[src/rtl/spi_mosi_frame_sequencer.sv]
// Frame sequencer in front of the MOSI bit serializer. Accepts frames of
// 1..N bytes with per-byte D/C flags and hands them over one byte at a time.
// A one-deep pending slot and a same-cycle bypass path keep back-to-back
// frames gapless at the serializer.
module spi_mosi_frame_sequencer #(
    parameter int WIDTH    = 8,
    parameter int N        = 8,
    parameter int CNT_W    = 5,
    parameter bit HI_FIRST = 1'b0
) (
    input  logic               i_SCK,
    input  logic               i_RST,
    input  logic [WIDTH*N-1:0] i_DATA,
    input  logic [N-1:0]       i_DC,
    input  logic [CNT_W-1:0]   i_N_transmit,
    input  logic               i_START,
    input  logic               i_ABORT,
    input  logic               i_MOSI_FINAL_BIT,
    output logic [WIDTH-1:0]   o_DATA,
    output logic               o_DC,
    output logic               o_START,
    output logic               o_FINAL_BYTE,
    output logic               o_READY,
    output logic               o_BUSY,
    output logic [CNT_W-1:0]   o_BYTE_IDX,
    output logic               o_DONE,
    output logic               o_ERR
);

    localparam int FW = WIDTH * N;

    typedef enum logic [0:0] {IDLE = 1'b0, XMIT = 1'b1} state_t;

    state_t           state_q, state_d;
    logic [FW-1:0]    shreg_q, shreg_d;
    logic [N-1:0]     dcreg_q, dcreg_d;
    logic [CNT_W-1:0] n_q, n_d;
    logic [CNT_W-1:0] idx_d;
    logic [WIDTH-1:0] data_d;
    logic             dc_d, start_d, final_d, done_d, err_d;
    logic [FW-1:0]    pend_data_q, pend_data_d;
    logic [N-1:0]     pend_dc_q, pend_dc_d;
    logic [CNT_W-1:0] pend_n_q, pend_n_d;
    logic             pend_valid_q, pend_valid_d;

    logic             count_ok, req_ok, req_bad;
    logic             load, load_pend;
    logic [FW-1:0]    src_data;
    logic [N-1:0]     src_dc;
    logic [CNT_W-1:0] src_n;

    // Byte order helpers: the head is the next byte to send, and the shift
    // moves the following byte into the head position.
    function automatic logic [WIDTH-1:0] head_byte(input logic [FW-1:0] v);
        return HI_FIRST ? v[FW-1 -: WIDTH] : v[WIDTH-1:0];
    endfunction

    function automatic logic [FW-1:0] shift_bytes(input logic [FW-1:0] v);
        return HI_FIRST ? (v << WIDTH) : (v >> WIDTH);
    endfunction

    function automatic logic head_dc(input logic [N-1:0] d);
        return HI_FIRST ? d[N-1] : d[0];
    endfunction

    function automatic logic [N-1:0] shift_dc(input logic [N-1:0] d);
        return HI_FIRST ? (d << 1) : (d >> 1);
    endfunction

    assign count_ok = (i_N_transmit != '0) && (i_N_transmit <= CNT_W'(N));
    assign req_ok   = i_START && o_READY && count_ok;
    assign req_bad  = i_START && o_READY && !count_ok;
    assign o_READY  = ~pend_valid_q;
    assign o_BUSY   = (state_q == XMIT);

    // Next-state and next-output decode; abort outranks every other event.
    always_comb begin
        // NOTE: every target gets a default first so no path can infer a latch.
        state_d      = state_q;
        shreg_d      = shreg_q;
        dcreg_d      = dcreg_q;
        n_d          = n_q;
        idx_d        = o_BYTE_IDX;
        data_d       = o_DATA;
        dc_d         = o_DC;
        start_d      = o_START;
        final_d      = o_FINAL_BYTE;
        done_d       = 1'b0;
        err_d        = 1'b0;
        pend_data_d  = pend_data_q;
        pend_dc_d    = pend_dc_q;
        pend_n_d     = pend_n_q;
        pend_valid_d = pend_valid_q;
        load         = 1'b0;
        load_pend    = 1'b0;

        if (i_ABORT) begin
            state_d      = IDLE;
            pend_valid_d = 1'b0;
            start_d      = 1'b0;
            final_d      = 1'b0;
            idx_d        = '0;
        end else begin
            unique case (state_q)
                IDLE: begin
                    if (req_ok)       load  = 1'b1;
                    else if (req_bad) err_d = 1'b1;
                end
                XMIT: begin
                    if (i_MOSI_FINAL_BIT && !o_FINAL_BYTE) begin
                        data_d  = head_byte(shreg_q);
                        dc_d    = head_dc(dcreg_q);
                        shreg_d = shift_bytes(shreg_q);
                        dcreg_d = shift_dc(dcreg_q);
                        idx_d   = o_BYTE_IDX + 1'b1;
                        final_d = ((o_BYTE_IDX + 1'b1) == (n_q - 1'b1));
                    end else if (i_MOSI_FINAL_BIT) begin
                        done_d = 1'b1;
                        if (pend_valid_q) begin
                            load         = 1'b1;
                            load_pend    = 1'b1;
                            pend_valid_d = 1'b0;
                        end else if (req_ok) begin
                            load = 1'b1;
                        end else begin
                            state_d = IDLE;
                            start_d = 1'b0;
                            final_d = 1'b0;
                            idx_d   = '0;
                        end
                    end
                    // A request not consumed by the bypass path parks in the slot.
                    if (req_ok && !load) begin
                        pend_data_d  = i_DATA;
                        pend_dc_d    = i_DC;
                        pend_n_d     = i_N_transmit;
                        pend_valid_d = 1'b1;
                    end else if (req_bad) begin
                        err_d = 1'b1;
                    end
                end
                default: state_d = IDLE;
            endcase
        end

        src_data = load_pend ? pend_data_q : i_DATA;
        src_dc   = load_pend ? pend_dc_q   : i_DC;
        src_n    = load_pend ? pend_n_q    : i_N_transmit;
        if (load) begin
            state_d = XMIT;
            data_d  = head_byte(src_data);
            dc_d    = head_dc(src_dc);
            shreg_d = shift_bytes(src_data);
            dcreg_d = shift_dc(src_dc);
            n_d     = src_n;
            idx_d   = '0;
            start_d = 1'b1;
            final_d = (src_n == CNT_W'(1));
        end
    end

    // State and datapath registers, cleared asynchronously on reset.
    always_ff @(posedge i_SCK or negedge i_RST) begin
        if (!i_RST) begin
            // NOTE: sequential state uses non-blocking assignments only.
            state_q      <= IDLE;
            shreg_q      <= '0;
            dcreg_q      <= '0;
            n_q          <= '0;
            o_BYTE_IDX   <= '0;
            o_DATA       <= '0;
            o_DC         <= 1'b0;
            o_START      <= 1'b0;
            o_FINAL_BYTE <= 1'b0;
            o_DONE       <= 1'b0;
            o_ERR        <= 1'b0;
            pend_data_q  <= '0;
            pend_dc_q    <= '0;
            pend_n_q     <= '0;
            pend_valid_q <= 1'b0;
        end else begin
            state_q      <= state_d;
            shreg_q      <= shreg_d;
            dcreg_q      <= dcreg_d;
            n_q          <= n_d;
            o_BYTE_IDX   <= idx_d;
            o_DATA       <= data_d;
            o_DC         <= dc_d;
            o_START      <= start_d;
            o_FINAL_BYTE <= final_d;
            o_DONE       <= done_d;
            o_ERR        <= err_d;
            pend_data_q  <= pend_data_d;
            pend_dc_q    <= pend_dc_d;
            pend_n_q     <= pend_n_d;
            pend_valid_q <= pend_valid_d;
        end
    end

endmodule

[config.mk]
export PLATFORM = sky130hd
export DESIGN_NAME = spi_mosi_frame_sequencer
export DESIGN_NICKNAME = d
export VERILOG_FILES = /design/src/rtl/spi_mosi_frame_sequencer.sv
export SDC_FILE = /design/constraint.sdc
export NUM_CORES = 1
export LEC_CHECK = 0
export ABC_AREA = 0
export CORE_UTILIZATION = 30
export DETAILED_ROUTE_END_ITERATION = 12
export GPL_TIMING_DRIVEN = 0
export HOLD_SLACK_MARGIN = 0.1
export PLACE_DENSITY = 0.49
export SLEW_MARGIN = 10
export SYNTH_ARGS = -nofsm -noshare
export SYNTH_HDL_FRONTEND = slang
export SYNTH_SLANG_ARGS = --single-unit
export TNS_END_PERCENT = 1
[constraint.sdc]
create_clock -name i_SCK -period 4.95 [get_ports i_SCK]
set_clock_uncertainty 0.2 [all_clocks]
set_input_delay 0.7425 -clock i_SCK [delete_from_list [all_inputs] [get_ports i_SCK]]
set_output_delay 0.7425 -clock i_SCK [all_outputs]
set_load 0.03 [all_outputs]
==> impl_results.md <==
* HP Class: in -> async
* Fin nets at about 980
* Met2 GRT Util at ~27%
* Critical Path RT at slightly above 5000 ps
* Initial antenna violation count at 0
* Vias in the first global route at 6150
* Non-Filler Instances at 1240
* Clock root buffer: clkbuf_16
* I/O Pins at between 100 and 150
* CP arrival at approximately 3400 ps
* Hold_ws at 82.41 ps
* RSZ-0062 raised after global routing: no
* Max clock buf depth at 2
* Largest net degree at the start of global routing at 88
* Met3 usage at roughly 3.1%
* Syn Area/Cell at approximately 10 µm²
* Post-placement cell count at around 1200
* Total Routing Usage GR at between 10% and 20%
* Max-Cap Viols at 0
* Synth Instances at about 800
* Sequential fraction of the synthesis area at 53.41%
* Die Width at 162.5 µm
* Share of layout cells above drive strength 1 at 14.18%
* Unique cell type count in the Yosys netlist at 43
* Drt wl/cell at ~17 µm
* Post-synth top area share at 53.41%
* Synth Cell Area at 0.007731 mm²
* Warnings, synthesis at 0
* Critical Path Sink Type: flip-flop
* Status: completed
* Post-CTS Setup Bufs at 0
* Remaining global-route overflow at 0
* Post-Syn Nets at around 860
* Routability cong. at between 0.7 and 0.8
* DIE AREA at around 0.026 mm²
* Final setup vio count at 0
* Detailed Route Iter0 Violations at slightly below 300
* Peak VDD IR at roughly 0.19 mV
* Cts bufs inserted at 17
* Clock sink count at 165
* # hold bufs at CTS at 0
* Clk pin slew, worst setup/hold paths at 70 ps
* N_diodes at 0
* DR vias at 5979
* Worst slew pin tran at around 700 ps
* Area leader, netlist: dfrtp_1
* Static Leak at approximately 0.0046 µW
* DRC violations left at 0
* Drt pass-1 iters at 4
* GRT busiest layer: met2
* Crit Path Max Fanout at 10
* CTS tree: yes
* Final WL at roughly 22000 µm
* Met1 usage at roughly 25%
* Top area cells in the synthesized netlist: dfrtp_1 53%, nand2_1 12%, mux2_2 9.0%, a31oi_1 4.7%, and3_1 4.5%
* H-tree depth at 4
* Shortest period the worst path allows at 3285 ps
* First-pass GRT wire length at about 35000 µm
* Pins over their slew limit at 0
* CTS resizes at 0
* F_max at 0.3044 GHz
* DRT antenna net count at 0
* PortBufs at 100
* Initial Utilization at ~31%
* Power density over the cells at roughly 380 mW/mm²
* Vias per inst at slightly below 5
* Final period utilization at approximately 66%
* Area growth, synth to finish at 25.91%
* Slew margin rel. at about 53%
* Startpoint types: input pin
* Final Hold Vio Count at 0
* Row Count at 58
* Clk Latency, worst-skew pair at about 430 ps
* Overall power at between 3000 and 4000 µW
* Core region area at roughly 0.025 mm²
* #FFs+latches synth at 165
* Height of the die at 162.5 µm
* DPL Wire Length at between 15000 and 20000 µm
* WS Path Type: in -> reg
==> through the flow <==
step	setup TNS (ps)	area, µm²	utilization, %	setup slack, ps
6_report	0	9734	38.55	1665
5_1_grt	0	9734	38.55	1457
4_1_cts	0	9734	38.55	1578
3_3_place_gp	-745070	9145	36.21	-4529
3_5_place_dp	0	9178	36.34	1119
2_1_floorplan	0	7731	-	2384
==> final timing paths <==
| kind | start | slack [ps] | depth (start not counted) | end |
|---|---|---|---|---|
| max | i_N_transmit[1] | 1660 | 7 | pend_data_q[56]$_DFFE_PN0P_ |
| min | i_RST | 80 | 1 | pend_dc_q[3]$_DFFE_PN0P_ |
| max reg2reg | pend_valid_q$_DFFE_PN0P_ | 2090 | 8 | shreg_q[31]$_DFFE_PN0P_ |
| min reg2reg | pend_data_q[45]$_DFFE_PN0P_ | 280 | 1 | pend_data_q[45]$_DFFE_PN0P_ |
| max in group asynchronous | i_RST | 3600 | 2 | shreg_q[51]$_DFFE_PN0P_ |
| min in group i_SCK | pend_data_q[45]$_DFFE_PN0P_ | 280 | 1 | pend_data_q[45]$_DFFE_PN0P_ |
==> cell families (layout without fill, tap and decap cells) <==
family	after synthesis	after routing	synth area share, %
flip-flops	165	165	53.41
AND/OR/NAND/NOR	352	352	20.33
multiplexers	85	85	12.24
adder cells (fa/ha/maj)	2	2	0.3236
buffers and inverters	59	192	3.884
AO/OA/AOI/OAI	103	103	8.578
XOR/XNOR	11	11	1.246
==> state kept, by name (all words and copies together), names as in the netlist, 5 cells and up <==
name / count
dcreg_q: 7
shreg_q: 56
o_BYTE_IDX: 5
n_q: 5
o_DATA: 8
pend_data_q: 64
pend_n_q: 5
pend_dc_q: 8
==> Yosys cell counts <==
cell type  number
or4_1           1
nand4b_1        1
nor4_2          1
nor3b_2         1
a211oi_1        1
inv_1           3
clkbuf_1       28
nand3_1        15
xor2_1          6
o221a_1         1
a31oi_1        58
o22ai_1         1
and3b_1         1
o221ai_1        1
o31a_1          1
nand2_1       249
mux2i_1         9
nor2_1          9
buf_2          21
nor4_1          2
nor2b_1         3
a22o_1          2
o21ai_1         1
o21a_1          1
a21oi_1        13
nor3_2          2
nand3b_1        1
nor3_1          3
xnor2_1         5
o31ai_1         1
mux2_1         14
buf_6           7
nor4b_1         1
nand2b_1        2
and2_1          2
mux2_2         62
and3_1         55
o21ai_0        13
nor3b_1         2
nor2_4          1
dfrtp_1       165
a221o_1         9
ha_1            2
==> layout by cell type (no fill, tap or decap), types with 3 or more instances in the layout <==
cell,Yosys,final
nand2_1,249,249
xor2_1,6,6
clkinv_4,0,4
a221o_1,9,9
nor2_1,9,9
o21ai_0,13,13
nand3_1,15,15
mux2i_1,9,9
clkbuf_1,28,28
clkbuf_16,0,17
mux2_1,14,14
a21oi_1,13,13
dfrtp_1,165,165
clkinv_2,0,5
buf_2,21,21
mux2_2,62,62
nor3_1,3,3
xnor2_1,5,5
inv_6,0,3
nor2b_1,3,3
and3_1,55,55
inv_1,3,3
a31oi_1,58,58
buf_6,7,7
clkdlybuf4s50_1,0,99
==> cell type report <==
type	instances	area [µm²]
Timing Repair Buffer	101	1033
Tap cell	330	412.9
Fill cell	2572	15520
Multi-Input combinational cell	553	3302
Clock buffer	17	425.4
Buffer	56	289.0
Inverter	3	11.26
Sequential cell	165	4129
Clock inverter	15	131.4
==> worst max-delay path: stages <==
cell             delay, ps
clkdlybuf4s50_1        480
o31ai_1                370
nand4b_1               280
nor3_2                 420
buf_2                  370
buf_2                  360
mux2_1                 360
==> metal layers <==
metal  up-vias  part of all wire (%)
li1       2925                     -
met1      2946                    49
met2        97                    47
met3        11                   3.5
met4         0                  0.68
met5         -                     0
==> where the power goes <==
part,total (µW),leakage [µW],switching [µW],internal [µW]
logic,605,0.00225,282,323
clock network,1280,0.000274,589,695
registers,1800,0.00209,169,1630
total,3690,0.00461,1040,2650
No activity file was read; power rests on OpenSTA's default activity.
